**config.mk**
```make
export PLATFORM = sky130hd
export DESIGN_NAME = branch_resolve_ctrl
export DESIGN_NICKNAME = d
export VERILOG_FILES = /design/src/rtl/branch_resolve_ctrl.sv
export SDC_FILE = /design/constraint.sdc
export NUM_CORES = 1
export LEC_CHECK = 0
export BUFFER_PORTS_ARGS = -buffer_cell sky130_fd_sc_hd__buf_2
export CAP_MARGIN = 30
export CORE_MARGIN = 2
export CORE_UTILIZATION = 50
export CTS_CLUSTER_DIAMETER = 30
export DETAILED_ROUTE_END_ITERATION = 10
export GPL_TIMING_DRIVEN = 0
export HOLD_SLACK_MARGIN = 0.12
export PLACE_DENSITY = 0.78
export SETUP_SLACK_MARGIN = 0.3
export SLEW_MARGIN = 20
export SYNTH_ARGS = -nofsm -noshare
export SYNTH_HDL_FRONTEND = slang
export SYNTH_SLANG_ARGS = --single-unit
export TNS_END_PERCENT = 20
```
**constraint.sdc**
```tcl
create_clock -name clk -period 2.53 [get_ports clk]
set_input_delay 0.506 -clock clk [delete_from_list [all_inputs] [get_ports clk]]
set_output_delay 0.506 -clock clk [all_outputs]
set_load 0.05 [all_outputs]
```
**src/rtl/branch_resolve_ctrl.sv**
```systemverilog
`default_nettype none
// ============================================================================
//  Module   : branch_resolve_ctrl
//  Purpose  : Decode-stage branch resolution controller. Drives the D-stage
//             comparator opcode, stalls F/D until the branch source operands
//             can be forwarded, samples the comparator result on the resolve
//             cycle and issues a registered redirect to fetch. Also keeps
//             branch performance counters and a sticky wait-timeout flag.
//  Ports    :
//    clk, reset   - clock, synchronous active-high reset
//    BrValid      - compare-branch instruction present in D
//    CmpOpIn      - decoded compare opcode
//    RsReady      - rs is correct on the forwarded D bus this cycle
//    RtReady      - rt is correct on the forwarded D bus this cycle
//    BrTarget     - branch target of the instruction in D
//    Flush        - exception/eret flush, abandons a pending branch
//    Branch       - comparator result
//    CmpOp        - opcode to the comparator (000 = no compare)
//    Stall        - freeze F/D, bubble into E
//    Redirect     - one-cycle pulse: load RedirectPC, squash F
//    RedirectPC   - redirect target, valid while Redirect=1
//    BrCnt        - resolved branches
//    TakenCnt     - resolved taken branches
//    StallCnt     - cycles with Stall=1
//    Timeout      - sticky: a WAIT lasted MAX_WAIT stall cycles
//  Revision : 1.0  initial release
// ============================================================================
module branch_resolve_ctrl #(
   parameter int MAX_WAIT = 15,
   parameter int CNT_W    = 32
) (
   input  logic             clk,
   input  logic             reset,
   input  logic             BrValid,
   input  logic [2:0]       CmpOpIn,
   input  logic             RsReady,
   input  logic             RtReady,
   input  logic [31:0]      BrTarget,
   input  logic             Flush,
   input  logic             Branch,
   output logic [2:0]       CmpOp,
   output logic             Stall,
   output logic             Redirect,
   output logic [31:0]      RedirectPC,
   output logic [CNT_W-1:0] BrCnt,
   output logic [CNT_W-1:0] TakenCnt,
   output logic [CNT_W-1:0] StallCnt,
   output logic             Timeout
);

   // Compare opcode encoding shared with the decoder
   localparam logic [2:0] CMP_NONE = 3'b000;
   localparam logic [2:0] CMP_EQ   = 3'b001;
   localparam logic [2:0] CMP_NE   = 3'b010;

   localparam logic [7:0]       MAX_WAIT_C = 8'(MAX_WAIT);
   localparam logic [CNT_W-1:0] CNT_ONE    = {{(CNT_W-1){1'b0}}, 1'b1};

   typedef enum logic [0:0] {
      ST_IDLE = 1'b0,
      ST_WAIT = 1'b1
   } state_t;

   state_t     state;
   logic [7:0] wait_cnt;
   logic [7:0] wait_inc;
   logic       need_rt;
   logic       ready;
   logic       resolve;

   // Only the equality compares read rt; single-operand compares ignore it.
   assign need_rt  = (CmpOpIn == CMP_EQ) | (CmpOpIn == CMP_NE);
   assign ready    = RsReady & (RtReady | ~need_rt);
   assign resolve  = BrValid & ready & ~Flush;

   assign CmpOp    = BrValid ? CmpOpIn : CMP_NONE;
   assign Stall    = BrValid & ~ready & ~Flush;

   assign wait_inc = (wait_cnt == 8'hFF) ? 8'hFF : wait_cnt + 8'd1;

   always_ff @(posedge clk) begin
      if (reset) begin
         state      <= ST_IDLE;
         wait_cnt   <= 8'd0;
         Redirect   <= 1'b0;
         RedirectPC <= 32'd0;
         BrCnt      <= '0;
         TakenCnt   <= '0;
         StallCnt   <= '0;
         Timeout    <= 1'b0;
      end else begin
         // Redirect is a pure one-cycle echo of the resolve cycle; a flush in
         // the following cycle does not cancel it.
         Redirect <= resolve & Branch;
         if (resolve) begin
            RedirectPC <= BrTarget;
            BrCnt      <= BrCnt + CNT_ONE;
         end
         if (resolve & Branch)
            TakenCnt <= TakenCnt + CNT_ONE;
         if (Stall)
            StallCnt <= StallCnt + CNT_ONE;

         // Raised on the stall cycle that brings the wait counter to MAX_WAIT
         if ((state == ST_WAIT) && Stall && (wait_inc >= MAX_WAIT_C))
            Timeout <= 1'b1;

         case (state)
            ST_IDLE: begin
               if (Stall) begin
                  state    <= ST_WAIT;
                  wait_cnt <= 8'd1;
               end else begin
                  wait_cnt <= 8'd0;
               end
            end
            ST_WAIT: begin
               // Flush, resolve and a vanished branch (protocol error) all
               // drop back to IDLE; only a continuing stall keeps waiting.
               if (Stall) begin
                  wait_cnt <= wait_inc;
               end else begin
                  state    <= ST_IDLE;
                  wait_cnt <= 8'd0;
               end
            end
            default: begin
               state    <= ST_IDLE;
               wait_cnt <= 8'd0;
            end
         endcase
      end
   end

endmodule
`default_nettype wire

```
# Yosys cells after proc, flatten, opt, wreduce, memory -nomap -nowiden
# Cells that the tools add are included.
[word_totals]
word_cells = 36
input_bits = 42
out_inout_bits = 134
register_bits = 139
[classes]
bitwise_logic = 12
magnitude_cmp = 1
n_addsub = 4
n_eq_ne = 3
muxes = 6
reduce_logical = 2
[ops]
columns = ["cell", "count"]
rows = [
  ["adder 32 x 1 -> 32 bit, second input constant", 3],
  ["two-way mux 8 bit", 2],
  ["case mux 8 bit (2 select lines)", 1],
  ["adder 8 x 1 -> 8 bit, second input constant", 1],
  ["equality test 8 bit, second input constant", 1],
  [">= comparator 8 x 4 -> 1 bit, second input constant", 1],
  ["bitwise AND 1 bit", 6],
  ["inverter 1 bit", 4],
  ["equality test 3 x 1 -> 1 bit, second input constant", 1],
  ["equality test 3 x 2 -> 1 bit, second input constant", 1],
  ["two-way mux 3 bit", 1],
  ["logical AND 1 bit", 2],
  ["two-way mux 1 bit", 2],
  ["bitwise OR 1 bit", 2],
]

# Logic depth before layout (Yosys ltp)
[logic_depth]
ltp_word = 10
ltp_mapped = 8
mapped_depth_nobuf = 6

# Worst setup path after synthesis
# OpenSTA, ideal clock, no wires.
[synth_timing]
path_kind = "flip-flop to flip-flop"
start = "register StallCnt[6]"
end = "register StallCnt[31]"
setup_slack_ns = 0.127
n_path_buf = 0
setup_ns = 0.121
arrival_ns = 2.282
synth_period_minus_slack_ns = 2.403
t_required_ns = 2.409
path_stages_with_launch = 6
cell_sequence = "dfxtp_1 nand4_1 or2_2 nor4_1 and3_1 mux2_2"
[synth_between]
elab_chain_len = 1
[synth_rtl]
columns = ["element", "line_no", "source"]
rows = [
  ["from (decl)", "47", "output logic [CNT_W-1:0] StallCnt,"],
  ["from (signal assigned)", "102", "StallCnt <= StallCnt + CNT_ONE;"],
  ["adder 32 x 1 -> 32 bit", "102", ""],
]
# No other way between the ends.
# A chain may end at the register's enable or synchronous reset.

# Worst setup path in the final report
[layout_timing]
start = "input port BrValid"
end = "output port Stall"
[layout_between]
elab_chain_len = 2
[layout_rtl]
columns = ["element", "line_no", "source"]
rows = [
  ["from (decl)", "34", "input logic BrValid,"],
  ["bitwise AND 1 bit (2 in a row)", "77", "assign Stall = BrValid & ~ready & ~Flush;"],
  ["to (decl)", "42", "output logic Stall,"],
]
# No other way between the ends.

==> impl_metrics.env <==
export IMPL_vias=5687
export IMPL_ys_types=49
export IMPL_cts_max_level=4
export IMPL_io_pins=176
export IMPL_wirelength_um=15640
export IMPL_grt_pass1_wl_um=25040
export IMPL_hold_path_end="RedirectPC[4]$_SDFFE_PP0P_"
export IMPL_yosysWarnings=0
export IMPL_hp_class="in -> reg"
export IMPL_clock_skew_ns=0.005014
export IMPL_p_sw_w=0.001106
export IMPL_finalMaxSlewViolations=0
export IMPL_cts_tree="built"
export IMPL_final_hold_violation_count=0
export IMPL_seq_area_frac_synth=0.4646
export IMPL_synth_area_leaders="dfxtp_1 (46%), xor2_1 (8.0%), nand2_1 (6.5%), nor2_1 (6.1%), xnor2_1 (4.4%)"
export IMPL_die_h_um=113.5
export IMPL_synthTopCellsByCount="dfxtp_1 (139), nand2_1 (104), nor2_1 (97), xor2_1 (55), a21oi_1 (52)"
export IMPL_die_x_um=113.5
export IMPL_netlist_area_leader_share=0.4646
export IMPL_dp_hpwl_um=11220
export IMPL_p_per_area_mw_per_mm2=630.1
export IMPL_overflow=0
export IMPL_maxCapViolations=0
export IMPL_ys_ff_latch=139
export IMPL_gp_congestion=0.8404
export IMPL_antennaDiodeCount=0
export IMPL_cts_buffer_depth=2
export IMPL_start_util=0.5179
export IMPL_syn_area_per_cell_um2=8.377
export IMPL_reg2reg_slack_ns=0.41
export IMPL_r2r_cells=6
export IMPL_cts_hold_buffers=0
export IMPL_max_stage_delay_ns=0.27
export IMPL_worstSetupPathType="in -> out"
export IMPL_wl_per_cell_um=14.69
export IMPL_syn_area_mm2=0.005989
export IMPL_port_buffer_count=173
export IMPL_crit_path_max_fanout=10
export IMPL_num_rows=39
export IMPL_layout_nets=956
export IMPL_leakage_nw=3.173
export IMPL_layout_drive_gt1_share=0.2527
export IMPL_dr_first_iter_drc_count=322
export IMPL_slowest_stage="a31oi_4"
export IMPL_p_int_w=0.003724
export IMPL_cts_buffers_inserted=17
export IMPL_cts_root_buf="clkbuf_16"
export IMPL_combPwrFrac=0.058
export IMPL_peakVddDrop_mv=0.4442
export IMPL_area_growth_pct=27.97
export IMPL_grt_pass1_vias=5200
export IMPL_r2r_end="BrCnt[26]$_SDFFE_PP0P_"
export IMPL_cts_sinks=139
export IMPL_clk_latency_ns=0.42
export IMPL_synth_largest_area_cell="dfxtp_1"
export IMPL_synth_edf_count=0
export IMPL_clk_pin_slew_ns=0.05
export IMPL_timing_fmax_mhz=455.0
export IMPL_async_flop_share=0
export IMPL_placed_area_mm2=0.007042
export IMPL_period_minus_slack_ns=2.198
export IMPL_pwr_share_seq=0.461
export IMPL_rsz0062_at_grt="true"
export IMPL_start_kind="primary input"
export IMPL_grt_start_max_net_pins=17
export IMPL_cp_startpoint="BrValid"
export IMPL_worstHoldStart="BrTarget[4]"
export IMPL_design_area_mm2=0.007665
export IMPL_fin_tns_setup_ns=0
export IMPL_setup_viol=0
export IMPL_dr_pass1_iters=5
export IMPL_drtAntennaViolNets=0
export IMPL_postSynthCellCount=715
export IMPL_clkPwrFrac=0.482
export IMPL_reg2reg_from="BrCnt[7]$_SDFFE_PP0P_"
export IMPL_die_area_mm2=0.01287
export IMPL_arrival_ns=1.69
export IMPL_required_ns=2.02
export IMPL_crit_chain="buf_2 -> nor2b_2 -> a31oi_4 -> clkinv_4 -> buf_4 -> buf_4"
export IMPL_cp_end_kind="output port"
export IMPL_syn_num_nets=761
export IMPL_drc_errors=0
export IMPL_swShare=0.2290
export IMPL_cpMostUsedCell="buf_4"
export IMPL_core_mm2=0.01156
export IMPL_antenna_found_initial=0
export IMPL_grt_usage=0.2411
export IMPL_routed_via_density=5.340
export IMPL_worstMarginPinSlew_ns=0.7189
export IMPL_holdPathStages=3
export IMPL_status="finished, final reports clean"
export IMPL_synth_ff_type="dfxtp_1"
export IMPL_yosysMostFrequentCell="dfxtp_1"
export IMPL_period_share=0.8687
export IMPL_slew_limit_headroom=0.5198
[layout make-up]
class,instances,area [µm²]
inverters,14,57.56
well taps,143,178.9
fillers,1005,3900
repair buffers,176,885.9
clock inverters,8,67.56
flip-flops and latches,139,2789
plain buffers,33,133.9
multi-input cells,529,3064
clock buffers,23,488.0
[critical path, delay by kind of cell]
kind	cells	cell delay (ns)
AND/OR/NAND/NOR	1	0.20
buffers and inverters	4	0.72
AO/OA/AOI/OAI	1	0.27
[power groups by stage]
stage | registers, W | logic, W | clock network, W
2_1_floorplan | 0.00234 | 0.000103 | 0
3_3_place_gp | 0.00227 | 0.000267 | 0
3_5_place_dp | 0.00227 | 0.000268 | 0
4_1_cts | 0.00222 | 0.000280 | 0.00235
5_1_grt | 0.00223 | 0.000300 | 0.00245
6_report | 0.00222 | 0.000280 | 0.00233
[registers in the layout (all words and copies together) (netlist names)]
name,count
StallCnt,32
state,1
RedirectPC,32
BrCnt,32
wait_cnt,8
TakenCnt,32
Timeout,1
Redirect,1
[metrics by stage]
step                setup slack [ns]    util  cells  total power [W]  hold slack [ns]
finish                        0.3322  0.6628   1065         0.004830           0.3221
global route                  0.2436  0.6628   1065         0.004975           0.3249
CTS                           0.3010  0.6615   1063         0.004852           0.3117
detailed placement          -0.02952  0.6089   1031         0.002539           0.4440
global placement            -0.03588  0.6089   1031         0.002537           0.4392
floorplan                     0.2831       -    715         0.002443           0.4484
[worst max path at each step]
stage	cells after the start	slack (ns)	end
after global placement	6	-0.04	Stall
after floorplan	5	0.28	StallCnt[31]$_SDFFE_PP0P_
after detailed placement	6	-0.03	Stall
after CTS	6	0.30	BrCnt[10]$_SDFFE_PP0P_
after global routing	6	0.24	BrCnt[20]$_SDFFE_PP0P_
final	6	0.33	Stall
[repair_timing]
item / 4_1_cts / 5_1_grt
endpoints found under the setup margin: 1 / 6
setup buffers: 1 / 0
pin swaps: 2 / 0
gates resized for setup: 10 / 1
[routing by layer]
layer  wire, µm  track usage  part of all wire  vias to the layer above
li1           -            -                 -                     2839
met1       6981       0.3043              0.45                     2641
met2       7296       0.3916              0.47                      183
met3       1072      0.07067             0.069                       24
met4        289      0.09268             0.018                        0
met5          0            0                 0                        -
[cells by family after synthesis]
| group | count (synthesis) | share of synthesized area |
|---|---|---|
| muxes | 2 | 0.003551 |
| xor gates and xnor gates | 86 | 0.1270 |
| adders and majority gates | 4 | 0.008356 |
| DFF | 139 | 0.4646 |
| AOI/OAI and AO/OA | 79 | 0.07625 |
| buffers and inverters | 47 | 0.03071 |
| and+or+nand+nor | 358 | 0.2895 |
[layout by cell type, fill, tap and decap left out, types with 26 or more instances in the layout]
cell type / instances
a21oi_1: 52
buf_2: 177
clkbuf_1: 26
dfxtp_1: 134
nand2_1: 104
nand3_1: 38
nand4_1: 40
nor2_1: 96
xnor2_1: 30
xor2_1: 55
(Power assumes the default switching activity.)
